**config.mk**
```make
export PLATFORM = sky130hd
export DESIGN_NAME = toy_float_issue_queue
export DESIGN_NICKNAME = d
export VERILOG_FILES = /design/src/rtl/toy_pack.sv /design/src/rtl/toy_float_issue_queue.sv
export SDC_FILE = /design/constraint.sdc
export NUM_CORES = 1
export LEC_CHECK = 0
export CORE_MARGIN = 3
export CORE_UTILIZATION = 32
export DETAILED_ROUTE_END_ITERATION = 7
export PLACE_DENSITY = 0.57
export SYNTH_ARGS = -nofsm -noshare
export SYNTH_HDL_FRONTEND = slang
export SYNTH_SLANG_ARGS = --single-unit
```
**constraint.sdc**
```tcl
create_clock -name clk -period 5.43 [get_ports clk]
set_input_delay 1.086 -clock clk [delete_from_list [all_inputs] [get_ports clk]]
set_output_delay 1.086 -clock clk [all_outputs]
set_load 0.02 [all_outputs]
```
**src/rtl/toy_pack.sv**
```systemverilog
// Shared payload type for instructions flowing from dispatch to the FP unit.
package toy_pack;

   typedef struct packed {
      logic [5:0] opcode;
      logic [4:0] rd;
      logic [4:0] rs1;
      logic [4:0] rs2;
      logic [4:0] rs3;
      logic [5:0] tag;
   } forward_pkg;

endpackage

```
**src/rtl/toy_float_issue_queue.sv**
```systemverilog
// In-order FP issue queue: circular buffer feeding a single-cycle issue pulse
// to an external FP unit, with in-flight tracking until the commit strobe.
module toy_float_issue_queue
   import toy_pack::*;
#(
   parameter int DEPTH = 4
) (
   input  logic                     clk,
   input  logic                     rst,
   input  logic                     enq_vld,
   output logic                     enq_rdy,
   input  forward_pkg               enq_pld,
   input  logic                     flush,
   output logic                     fp_vld,
   input  logic                     fp_rdy,
   output forward_pkg               fp_pld,
   input  logic                     fp_done,
   output logic [$clog2(DEPTH):0]   count,
   output logic                     idle
);

   localparam int PW = $clog2(DEPTH);
   localparam int CW = PW + 1;

   forward_pkg          mem_q [DEPTH];
   logic [PW-1:0]       head_q, head_d;
   logic [PW-1:0]       tail_q, tail_d;
   logic [CW-1:0]       count_q, count_d;
   logic                fp_vld_q, fp_vld_d;
   forward_pkg          fp_pld_q, fp_pld_d;
   logic                inflight_q, inflight_d;
   logic                enq_fire;
   logic                fire;

   // enq_rdy looks only at occupancy, so a full queue refuses even when it pops.
   assign enq_rdy  = (count_q < CW'(DEPTH)) & ~flush;
   assign enq_fire = enq_vld & enq_rdy;
   assign fire     = (count_q != '0) & fp_rdy & ~fp_vld_q & ~flush;

   always_comb begin
      head_d     = head_q;
      tail_d     = tail_q;
      count_d    = count_q;
      fp_vld_d   = fire;
      fp_pld_d   = fp_pld_q;
      inflight_d = fp_vld_q | (inflight_q & ~fp_done);
      if (flush) begin
         count_d = '0;
         head_d  = tail_q;
      end else begin
         if (enq_fire) tail_d = tail_q + PW'(1);
         if (fire) begin
            head_d   = head_q + PW'(1);
            fp_pld_d = mem_q[head_q];
         end
         case ({enq_fire, fire})
            2'b10:   count_d = count_q + CW'(1);
            2'b01:   count_d = count_q - CW'(1);
            default: count_d = count_q;
         endcase
      end
   end

   always_ff @(posedge clk) begin
      if (rst) begin
         head_q     <= '0;
         tail_q     <= '0;
         count_q    <= '0;
         fp_vld_q   <= 1'b0;
         fp_pld_q   <= '0;
         inflight_q <= 1'b0;
      end else begin
         head_q     <= head_d;
         tail_q     <= tail_d;
         count_q    <= count_d;
         fp_vld_q   <= fp_vld_d;
         fp_pld_q   <= fp_pld_d;
         inflight_q <= inflight_d;
      end
   end

   // Entry storage carries no reset; validity lives entirely in the pointers.
   always_ff @(posedge clk) begin
      if (enq_fire & ~rst) mem_q[tail_q] <= enq_pld;
   end

   assign fp_vld = fp_vld_q;
   assign fp_pld = fp_pld_q;
   assign count  = count_q;
   assign idle   = (count_q == '0) & ~fp_vld_q & ~inflight_q;

endmodule

```
==> run summary <==
Run status: completed
Share of Yosys cell area claimed by the top area cell type: 0.590
Number of design rule violations left after detail routing: 0
Number of DRC markers after the initial detailed-route iteration: 173
Data required time at the worst endpoint: 5750 ps
Core Region: 0.0197 sq mm
Min Clock Period, post-route: 3930 ps
Max Fanout on Critical Path: 34
Switching share of power: 0.202
Post-route clock skew: 6.99 ps
Mapped cell area: 0.00651 sq mm
Final number of hold-violating endpoints: 0
CTS tree: yes
Type of the tightest min-delay check: flop to flop
Number of instances in the synthesized netlist: 380
Worst relative slew slack: 0.384
Clock transition at the registers of the reported paths: 60 ps
Most Crowded Layer GR: met2
Number of cells upsized or downsized after cts: 0
Maximum cell stage delay along the critical path: 910 ps
Part of the Yosys area used for sequential elements: 0.716
Fraction of power consumed by combinational cells: 0.054
Cell-internal power: 2210 uW
Post-DRT Antenna Nets: 0
Final max-slew violation count: 0
Via count of the first global-routing pass: 3557
Worst-Margin Slew: 924 ps
Setup crit start kind: input port
Count of input and output buffers: 75
CP endpoint kind: flop
Sequential share of power: 0.512
Pin count of the biggest net entering global routing: 43
Async S/R FF share, synth: 0
Primary flip-flop cell chosen by synthesis mapping: sky130_fd_sc_hd__edfxtp_1
# Max-Cap Violations: 0
Post-Place Cells: 695
Fraction of met2 tracks used by global routing: 0.209
Wire length of the first global-routing pass: 20.4 mm
Design area: 0.00802 sq mm
Post-Place Cell Area: 0.00743 sq mm
Deepest clock path buffer count: 2
Die Outline Area: 0.0221 sq mm
Cell types occupying the most area after synthesis: sky130_fd_sc_hd__edfxtp_1, sky130_fd_sc_hd__dfxtp_1, sky130_fd_sc_hd__mux4_2, sky130_fd_sc_hd__mux4_1, sky130_fd_sc_hd__a21oi_1
Clock tree root buffer cell: sky130_fd_sc_hd__clkbuf_16
Clock network power share: 0.433
Effective utilization at floorplan: 0.330
Library cells used by synthesis: 33
Count of yosys warnings during synthesis: 0
Total power: 2770 uW
FP Rows: 51
Unrepaired setup endpoints after global routing: false
Total global routing track utilization: 0.123
List of most frequent post-synthesis cells: sky130_fd_sc_hd__edfxtp_1, sky130_fd_sc_hd__dfxtp_1, sky130_fd_sc_hd__a21oi_1
Total length of routed wires: 13.1 mm
Chip Width: 149 um
Synthesis-to-finish area growth: 23.2%
Clock sink total: 169
# setup viols final: 0
Number of post-CTS setup repair buffers: 0
Kind of cell adding the most delay to the critical path: simple AND/OR/NAND/NOR gates
R2r setup slk: 2480 ps
Routed via count: 3509
CP Buf/Inv Count: 2
Number of synthesized register bits: 169
Number of synthesized flops with an enable pin: 128
Post-DP HPWL: 7.67 mm
Most frequently used cell type in the post-synthesis netlist: sky130_fd_sc_hd__edfxtp_1
Weighted congestion at the end of routability-driven global placement: 0.666
Fraction of final layout cells with drive strength greater than 1: 0.154
Number of standard cells in the layout, taps in and fillers out: 727
I/O pin total: 76
Number of optimization iterations in the first detailed-route pass: 4
Worst path slowest cell: sky130_fd_sc_hd__or3b_2
Power per cell area: 345 mW/mm^2
Post-synth top area cell: sky130_fd_sc_hd__edfxtp_1
CP arrival: 4250 ps
Mapped Nets: 424
Detailed-route wire length per cell: 18.0 um
Antenna diodes: 0
Total Neg Setup Slack: 0 ps
Cts bufs inserted: 17
Net Sw Power: 560 uW
Global routing usage on met1: 0.156
Post-DR vias/cell: 4.83
Worst IR Drop VDD: 0.220 mV
Number of hold buffers added after cts: 0
# H-tree levels: 4
Part of the cycle the worst path needs: 0.723
Met3 Track Usage GR: 0.0274
Number of antenna violations at the first check in global routing: 0
Critical-path cell list: clkdlybuf4s50_1 -> or3b_2 -> nor2_1 -> ha_1 -> inv_1 -> fa_1 -> xor2_1 -> or3_1 -> a211oi_1
Post-synthesis area per instance: 17.1 sq um
Timing-limited maximum frequency: 0.255 GHz
CP Class: input port to flop
Lkg Pwr: 0.00249 uW
Share of the core filled with cells: 0.407
GR Overflow Total: 0
Clock insertion delay at the later pin of the skew report: 420 ps
Final layout net count: 493
Chip height: 149 um
[worst min-delay path, cell delays in order, from the launching register on]
cell,delay (ps)
sky130_fd_sc_hd__dfxtp_1,320
sky130_fd_sc_hd__o21ai_2,50
sky130_fd_sc_hd__a21oi_1,50
[cell usage in the layout (no fill, tap or decap), types with 2 or more instances in the layout]
cell type | synthesis | layout
sky130_fd_sc_hd__a21oi_1 | 36 | 36
sky130_fd_sc_hd__nor3_1 | 4 | 3
sky130_fd_sc_hd__clkdlybuf4s50_1 | 0 | 74
sky130_fd_sc_hd__edfxtp_1 | 128 | 128
sky130_fd_sc_hd__and2_2 | 0 | 4
sky130_fd_sc_hd__bufinv_16 | 0 | 3
sky130_fd_sc_hd__mux4_2 | 19 | 19
sky130_fd_sc_hd__o21ai_1 | 20 | 20
sky130_fd_sc_hd__nor2_1 | 7 | 7
sky130_fd_sc_hd__dfxtp_1 | 41 | 39
sky130_fd_sc_hd__clkinvlp_4 | 0 | 2
sky130_fd_sc_hd__o21ai_2 | 8 | 8
sky130_fd_sc_hd__mux4_1 | 13 | 13
sky130_fd_sc_hd__inv_1 | 8 | 8
sky130_fd_sc_hd__clkinv_4 | 0 | 3
sky130_fd_sc_hd__dfxtp_2 | 0 | 2
sky130_fd_sc_hd__nand2_1 | 3 | 3
sky130_fd_sc_hd__o21ai_0 | 6 | 6
sky130_fd_sc_hd__nor3_2 | 1 | 2
sky130_fd_sc_hd__buf_4 | 1 | 4
sky130_fd_sc_hd__ha_1 | 5 | 5
sky130_fd_sc_hd__clkbuf_1 | 7 | 2
sky130_fd_sc_hd__clkinv_2 | 0 | 3
sky130_fd_sc_hd__clkbuf_16 | 0 | 17
sky130_fd_sc_hd__or3_1 | 3 | 3
sky130_fd_sc_hd__xor2_1 | 2 | 2
sky130_fd_sc_hd__nand3_1 | 32 | 32
sky130_fd_sc_hd__o31a_1 | 2 | 2
[sequential cells by signal, indices dropped and copies added (netlist names)]
register    cells
tail_q          2
fp_vld          1
fp_pld         32
count           3
head_q          2
mem_q         128
inflight_q      1
[routing by layer]
metal	vias to the layer above	wire length (um)
met1	1780	5670
met4	0	192
met2	84	6660
met5	-	0
met3	13	543
li1	1632	-
[worst paths after layout]
check,start,endpoint,cells past startpoint
max reg2reg,fp_vld$_SDFF_PP0_,count[2]$_SDFFE_PP0P_,8
min,fp_pld[12]$_SDFFE_PP0P_,fp_pld[12]$_SDFFE_PP0P_,2
min reg2reg,fp_pld[12]$_SDFFE_PP0P_,fp_pld[12]$_SDFFE_PP0P_,2
max,flush,count[2]$_SDFFE_PP0P_,9
[power groups by stage]
stage          clock (uW)  sequential (uW)  combinational, uW
5_1_grt              1280             1420                164
3_5_place_dp            0             1450                153
4_1_cts              1230             1420                154
2_1_floorplan           0             1440               95.5
3_3_place_gp            0             1450                149
6_report             1200             1420                151
[metrics by stage]
stage,setup slack [ps],hold WS (ps)
floorplan,2160,458
global placement,1280,456
detailed placement,1120,460
CTS,1560,468
global route,1390,485
finish,1500,464
[cells by family (layout without fill, tap and decap cells)]
family          after synthesis  count (layout)  share of synthesized area
simple gates                 59              59                     0.0480
xor+xnor                      3               3                    0.00404
mux                          32              32                      0.118
fa+ha+maj                     6               6                     0.0127
flops                       169             169                      0.716
buf+inv                      37             119                     0.0373
compound gates               74              74                     0.0636
[area by class of cell]
cell class / count / area [sq um]
inverters: 8 / 30.0
multi-input cells: 174 / 1620
fillers: 1762 / 11700
well taps: 265 / 332
flip-flops and latches: 169 / 4670
clock inverters: 12 / 150
repair buffers: 79 / 776
clock buffers: 20 / 447
(Power assumes the default switching activity.)
